### src/rtl/rp_divider.sv
// -----------------------------------------------------------------------------
// rp_divider
// Iterative unsigned restoring divider, one quotient bit per clock.
// Divides a DIVIDEND_W-bit dividend by a DIVISOR_W-bit divisor. Software
// writes the operands, pulses start and polls busy/done.
//
// Ports
//   Clk          system clock, rising edge
//   Reset_n      synchronous active-low reset
//   ain          dividend
//   bin          divisor in bin[DIVISOR_W-1:0]; upper bits ignored
//   start        request, accepted only while not busy
//   busy         high while an operation is in flight (RUN or ZERO)
//   done         one-cycle pulse, result/remainder valid
//   div_by_zero  last accepted operation had a zero divisor
//   result       quotient (all ones on divide by zero)
//   remainder    remainder (dividend low bits on divide by zero)
// -----------------------------------------------------------------------------
module rp_divider #(
    parameter int DIVIDEND_W = 32,
    parameter int DIVISOR_W  = 16
) (
    input  logic                  Clk,
    input  logic                  Reset_n,
    input  logic [DIVIDEND_W-1:0] ain,
    input  logic [31:0]           bin,
    input  logic                  start,
    output logic                  busy,
    output logic                  done,
    output logic                  div_by_zero,
    output logic [DIVIDEND_W-1:0] result,
    output logic [DIVISOR_W-1:0]  remainder
);

    localparam int CNT_W = $clog2(DIVIDEND_W + 1);

    typedef enum logic [1:0] {
        S_IDLE = 2'd0,
        S_RUN  = 2'd1,
        S_ZERO = 2'd2,
        S_DONE = 2'd3
    } state_t;

    state_t                state_r, state_s;
    logic [CNT_W-1:0]      cnt_r, cnt_s;
    logic [DIVIDEND_W-1:0] quo_r, quo_s;       // dividend shifts out, quotient shifts in
    logic [DIVISOR_W-1:0]  rem_r, rem_s;       // partial remainder, always < divisor
    logic [DIVISOR_W-1:0]  dvs_r, dvs_s;
    logic [DIVIDEND_W-1:0] result_r, result_s;
    logic [DIVISOR_W-1:0]  remainder_r, remainder_s;
    logic                  dbz_r, dbz_s;
    logic                  busy_r, busy_s;
    logic                  done_r, done_s;

    // One restoring step; the shifted remainder needs DIVISOR_W+1 bits so the
    // compare against the divisor cannot overflow.
    logic [DIVISOR_W:0]    shift_s;
    logic [DIVISOR_W:0]    diff_s;
    logic                  fits_s;
    logic [DIVISOR_W-1:0]  rem_step_s;
    logic [DIVIDEND_W-1:0] quo_step_s;
    logic [DIVISOR_W-1:0]  bin_dvs_s;
    logic                  unused_bin_s;

    assign bin_dvs_s    = bin[DIVISOR_W-1:0];
    assign unused_bin_s = ^bin[31:DIVISOR_W];

    // Datapath step of the restoring division.
    always_comb begin
        shift_s    = {rem_r, quo_r[DIVIDEND_W-1]};
        diff_s     = shift_s - {1'b0, dvs_r};
        fits_s     = (shift_s >= {1'b0, dvs_r});
        quo_step_s = {quo_r[DIVIDEND_W-2:0], fits_s};
        if (fits_s) begin
            rem_step_s = diff_s[DIVISOR_W-1:0];
        end else begin
            rem_step_s = shift_s[DIVISOR_W-1:0];
        end
    end

    // Next-state and next-output logic of the control FSM.
    always_comb begin
        state_s     = state_r;
        cnt_s       = cnt_r;
        quo_s       = quo_r;
        rem_s       = rem_r;
        dvs_s       = dvs_r;
        result_s    = result_r;
        remainder_s = remainder_r;
        dbz_s       = dbz_r;
        case (state_r)
            S_IDLE, S_DONE: begin
                // DONE accepts a new start directly for back-to-back operation.
                if (start) begin
                    quo_s = ain;
                    rem_s = {DIVISOR_W{1'b0}};
                    dvs_s = bin_dvs_s;
                    cnt_s = CNT_W'(DIVIDEND_W);
                    if (bin_dvs_s == {DIVISOR_W{1'b0}}) begin
                        state_s = S_ZERO;
                    end else begin
                        state_s = S_RUN;
                    end
                end else begin
                    state_s = S_IDLE;
                end
            end
            S_RUN: begin
                quo_s = quo_step_s;
                rem_s = rem_step_s;
                cnt_s = cnt_r - CNT_W'(1);
                // Last iteration: publish the final values straight from the step.
                if (cnt_r == CNT_W'(1)) begin
                    state_s     = S_DONE;
                    result_s    = quo_step_s;
                    remainder_s = rem_step_s;
                    dbz_s       = 1'b0;
                end else begin
                    state_s = S_RUN;
                end
            end
            S_ZERO: begin
                state_s     = S_DONE;
                cnt_s       = {CNT_W{1'b0}};
                result_s    = {DIVIDEND_W{1'b1}};
                remainder_s = quo_r[DIVISOR_W-1:0];
                dbz_s       = 1'b1;
            end
            default: begin
                state_s = S_IDLE;
            end
        endcase
        busy_s = (state_s == S_RUN) || (state_s == S_ZERO);
        done_s = (state_s == S_DONE);
    end

    // State, datapath and output registers with synchronous reset.
    always_ff @(posedge Clk) begin
        if (!Reset_n) begin
            state_r     <= S_IDLE;
            cnt_r       <= {CNT_W{1'b0}};
            quo_r       <= {DIVIDEND_W{1'b0}};
            rem_r       <= {DIVISOR_W{1'b0}};
            dvs_r       <= {DIVISOR_W{1'b0}};
            result_r    <= {DIVIDEND_W{1'b0}};
            remainder_r <= {DIVISOR_W{1'b0}};
            dbz_r       <= 1'b0;
            busy_r      <= 1'b0;
            done_r      <= 1'b0;
        end else begin
            state_r     <= state_s;
            cnt_r       <= cnt_s;
            quo_r       <= quo_s;
            rem_r       <= rem_s;
            dvs_r       <= dvs_s;
            result_r    <= result_s;
            remainder_r <= remainder_s;
            dbz_r       <= dbz_s;
            busy_r      <= busy_s;
            done_r      <= done_s;
        end
    end

    assign busy        = busy_r;
    assign done        = done_r;
    assign div_by_zero = dbz_r;
    assign result      = result_r;
    assign remainder   = remainder_r;

endmodule
### config.mk
export PLATFORM = sky130hd
export DESIGN_NAME = rp_divider
export DESIGN_NICKNAME = d
export VERILOG_FILES = /design/src/rtl/rp_divider.sv
export SDC_FILE = /design/constraint.sdc
export NUM_CORES = 1
export LEC_CHECK = 0
export CAP_MARGIN = 20
export CELL_PAD_IN_SITES_DETAIL_PLACEMENT = 0
export CELL_PAD_IN_SITES_GLOBAL_PLACEMENT = 1
export CORE_UTILIZATION = 40
export DETAILED_ROUTE_END_ITERATION = 16
export PLACE_DENSITY = 0.82
export SLEW_MARGIN = 20
export SYNTH_ARGS = -nofsm -noshare
export SYNTH_HDL_FRONTEND = slang
export SYNTH_SLANG_ARGS = --single-unit
### constraint.sdc
create_clock -name Clk -period 2.5 [get_ports Clk]
set_input_delay 0.375 -clock Clk [delete_from_list [all_inputs] [get_ports Clk]]
set_output_delay 0.375 -clock Clk [all_outputs]
set_load 0.01 [all_outputs]
After elaboration in Yosys (flattened, before gate mapping)
Index checks and enable logic that the tools add are counted.

word-level totals
  register bits = 123
  input port bits = 67
  output and inout bits = 51

cells by class
  add/subtract/negate cells = 2
  order comparisons = 1
  eq/ne operators = 9
  muxes and demuxes = 17
  reductions and logical operators = 9

operators with widths
  cell                 number
  $pmux 32 s2          2
  $mux 32              2
  $pmux 16 s2          2
  $mux 16              3
  $pmux 6 s3           1
  $ge 17x16->1         1
  $logic_not 16->1     1
  $sub 16x16->16       1
  $eq 2x2->1 const B   4
  $eq 6x1->1 const B   1
  $mux 2               3
  $mux 6               1
  $pmux 2 s3           1
  $reduce_and 2->1     3
  $sub 6x1->6 const B  1
  $eq 2x1->1 const B   2
  $ne 2x2->1 const B   2
  $reduce_bool 2->1    2
  $logic_not 2->1      1
  $pmux 1 s2           1
  $reduce_or 2->1      1
  $logic_or 1x1->1     1
  $mux 1               1

Depth between registers and ports, before layout
  depth in word-level cells = 6
  depth in mapped cells = 11

Least setup slack after synthesis
Ideal clock, no wire load.

  path type = register to register
  from = register dvs_r[10]
  to = register remainder_r[12] (netlist: remainder[12])
  library setup time = 0.130 ns
  arrival time = 2.065 ns
  required time = 2.370 ns
  setup slack = 0.304 ns
  stages on the path, launching flop included = 12
  path buffers = 3
  clock period less this slack = 2.196 ns
  cells stage by stage = dfxtp_1 -> inv_1 -> ha_1 -> buf_2 -> a21oi_1 -> o21ai_0 -> o2111a_1 -> or2_2 -> buf_4 -> buf_6 -> nor4_1 -> a211oi_1

on the way
  word-level cells in the longest chain between the ends = 4
  elaborated cells on any way between the ends = 5

ends and longest elaborated chain
  what                                            RTL line  source
  start: declaration                              48        logic [DIVISOR_W-1:0] dvs_r, dvs_s;
  start signal: assignment                        144       dvs_r <= {DIVISOR_W{1'b0}};
  start signal: assignment                        155       dvs_r <= dvs_s;
  $sub 16x16->16 or $ge 17x16->1 (tied branches)  71, 72
  $mux 16 (*)                                     74        if (fits_s) begin
  $mux 16 (*)                                     113       if (cnt_r == CNT_W'(1)) begin
  $pmux 16 s2 (*)                                 91        case (state_r)
  end signal: assignment                          146       remainder_r <= {DIVISOR_W{1'b0}};
  end signal: assignment                          157       remainder_r <= remainder_s;
  end: declaration                                50        logic [DIVISOR_W-1:0] remainder_r, remainder_s;

Mark *: on every way between the ends. The rest lies on a longest branch, timed or not. The select of a mux whose other input is x is not followed.
A chain may end at the register's enable or synchronous reset.

Final worst setup path
  from = register dvs_r[4]
  to = register remainder_r[2] (netlist: remainder[2])

on the way
  word-level cells in the longest chain between the ends = 4

ends and longest elaborated chain
  what          RTL line  source
  $ge 17x16->1  72        fits_s = (shift_s >= {1'b0, dvs_r});
  $mux 16       74
  $mux 16       113
  $pmux 16 s2   91

No other way between the ends. The select of a mux whose other input is x is not followed.

==> qor.txt <==
Status -> completed
RePlAce Congestion -> 0.852
H-tree depth -> 4
Power consumption -> 0.0107 W
Fin crit share -> 94.6%
Max-cap violations -> 0
Post-synth ARST share -> 0%
Post-synthesis area per instance -> 8.91 um^2
Layout cells sized above 1 -> 16.2%
Cell taking the most area after synthesis -> dfxtp_1
Largest stage delay, worst path -> 0.37 ns
# rows -> 45
Average wire per cell in the routed design -> 16.4 um
Post-detail-place hpwl -> 12.6 mm
Root Driver -> clkbuf_16
Final setup viols -> 0
Core area -> 15400 um^2
Die width -> 129 um
Synth-to-layout area growth -> 33.8%
Critical path launch point type -> register
Slowest-stage cell, CP -> ha_1
Crit-path cells -> inv_1 -> ha_1 -> nand2_2 -> nor4_2 -> buf_4 -> o2111a_1 -> or2_2 -> buf_12 -> buf_4 -> o21ai_0 -> a31oi_1
CP Data Required Time -> 2.79 ns
Clk_lat worst skew -> 0.42 ns
Initial Utilization -> 41.7%
Worst setup EP type -> register
Postcts setup bufs -> 0
Worst path top cell family by delay -> simple AND/OR/NAND/NOR gates
Fin. Hold Viols -> 0
# port buffers -> 101
Worst VDD drop -> 0.000995 V
Vias per cell -> 5.59
Synth warnings -> 0
CTS tree -> built
Pwr dens -> 1250 nW/um^2
Critical path's most frequent cell -> buf_4
Seq/Total Area, Yosys -> 38.3%
Clock buffer depth -> 2
Synth top area share -> 38.3%
Worst Hold Class -> input pin to register
Clk slew on worst S/H paths -> 0.06 ns
CP Buf/Inv Count -> 4
Post-Syn Area -> 6430 um^2
Final antenna-violating net count -> 0
Routed WL -> 17.3 mm
First-pass GRT wire length -> 28.3 mm
Place WS -> 0.0720 ns
Via Count -> 5899
Setup WS post-layout -> 0.134 ns
Leak pwr -> 3.55 nW
1st-pass router iterations -> 4
IO Count -> 118
Distinct cells, synth -> 63
Clock Sinks -> 123
Slew Viols, Final -> 0
Nets -> 920
Crit Path Category -> register to register
Most common cell after layout, fill and taps aside -> dfxtp_1
1st-iter DRT viols -> 373
Syn Inst Count -> 722
Die height -> 129 um
Total CTS buffers -> 17
Worst-path maximum fanout -> 13
Remaining Overflow, GRT -> 0
Commonest non-fill, non-tap cells in the layout -> dfxtp_1 (123), clkdlybuf4s50_1 (100), nand2_1 (91), buf_4 (45)
Initial antenna violation count -> 0
Number of synthesized register bits -> 123
Arr. time, crit path -> 2.66 ns
Drt drc -> 0
Antenna Cells -> 0
Pin count of the biggest net entering global routing -> 81
Vias in the first global route -> 5677
Post-Syn Nets -> 811
Setup TNS -> 0 ns
Post-synth EDFFs -> 0
Die ar. -> 16600 um^2
Normalized max-slew margin -> 65.7%
Primary FF master, synth -> dfxtp_1
Fmax -> 423 MHz
Post-layout min period -> 2.37 ns
Largest cells by area after synthesis -> dfxtp_1 (38%), o221a_2 (5.6%), nand2_1 (5.4%), mux2i_1 (5.1%), o211a_1 (5.1%)
Final Skew -> 0.0107 ns
Total track usage -> 21.4%
Slew @ Worst Pin -> 0.510 ns
## registers in the layout, summed over array words and instances, names as in the netlist, 2 cells and up
| register | cells |
|---|---|
| quo_r | 32 |
| result | 32 |
| dvs_r | 16 |
| rem_r | 16 |
| remainder | 16 |
| cnt_r | 6 |
| state_r | 2 |
## cells in the mapped netlist, drive strengths merged, types with 7 or more instances
cell and number:
nand4 10, o211a 33, nand2 93, xnor2 7
o211ai 26, o21ai 32, mux2i 33, and2 13
dfxtp 123, nor4 10, nor2 25, buf 28
nand3 19, a31oi 13, a21oi 24, o221a 32
inv 24, a21boi 18, clkbuf 34, nor3 9
a211oi 7, nand3b 17, ha 21, nand2b 11
## worst reg2reg max path: cells and delay by family (launching register included)
| kind | cells | cell delay [ns] |
|---|---|---|
| simple gates | 3 | 0.53 |
| compound gates | 3 | 0.51 |
| buf+inv | 4 | 0.48 |
| fa+ha+maj | 1 | 0.37 |
| flops | 1 | 0.33 |
## kinds of logic after synthesis
kind of cell	after synthesis	synth area share, %
flip-flops	123	38.3
adder cells (fa/ha/maj)	22	4.40
AND/OR/NAND/NOR	226	17.5
XOR/XNOR	8	1.09
multiplexers	34	5.31
buffers and inverters	86	5.91
AO/OA/AOI/OAI	223	27.5
## per-layer routing
metal  wire length [um]  track usage [%]
met5                  0                0
met4                149             6.99
met3                691             3.58
met2               7990             34.4
met1               8470             29.1
## power breakdown
group	internal [W]	leakage, nW	switching, W
Clock	0.00173	0.314	0.000922
Combinational	0.00259	2.24	0.00312
Sequential	0.00217	1.00	0.000215
Total	0.00648	3.55	0.00425
## repair_timing
item / 4_1_cts / 5_1_grt
gates resized for setup: 0 / 14
endpoints found under the setup margin: 0 / 33
hold buffers: 0 / 0
## final cells by class
class / count / area (um^2)
Inverter: 24 / 90.1
Clock inverter: 13 / 190
Clock buffer: 19 / 453
Sequential cell: 123 / 2460
Multi-Input combinational cell: 513 / 3660
Tap cell: 211 / 264
Timing Repair Buffer: 152 / 1480
Fill cell: 1387 / 6820
## worst paths after layout
| path | from | end | slack, ns | cells after the start |
|---|---|---|---|---|
| max | dvs_r[4] | remainder[2] | 0.13 | 11 |
| min | Reset_n | cnt_r[5] | 0.36 | 2 |
| min reg2reg | dvs_r[6] | dvs_r[6] | 0.46 | 2 |
| max reg2reg | dvs_r[4] | remainder[2] | 0.13 | 11 |
## stage by stage
stage	util [%]	instance area [um^2]	cells	hold slack [ns]
after floorplan	-	6430	722	0.443
after global placement	51.2	7900	1023	0.452
after detailed placement	51.2	7900	1023	0.458
after CTS	55.4	8540	1055	0.344
after global routing	55.8	8600	1055	0.376
final	55.8	8600	1055	0.364
No activity file was read; power rests on OpenSTA's default activity.
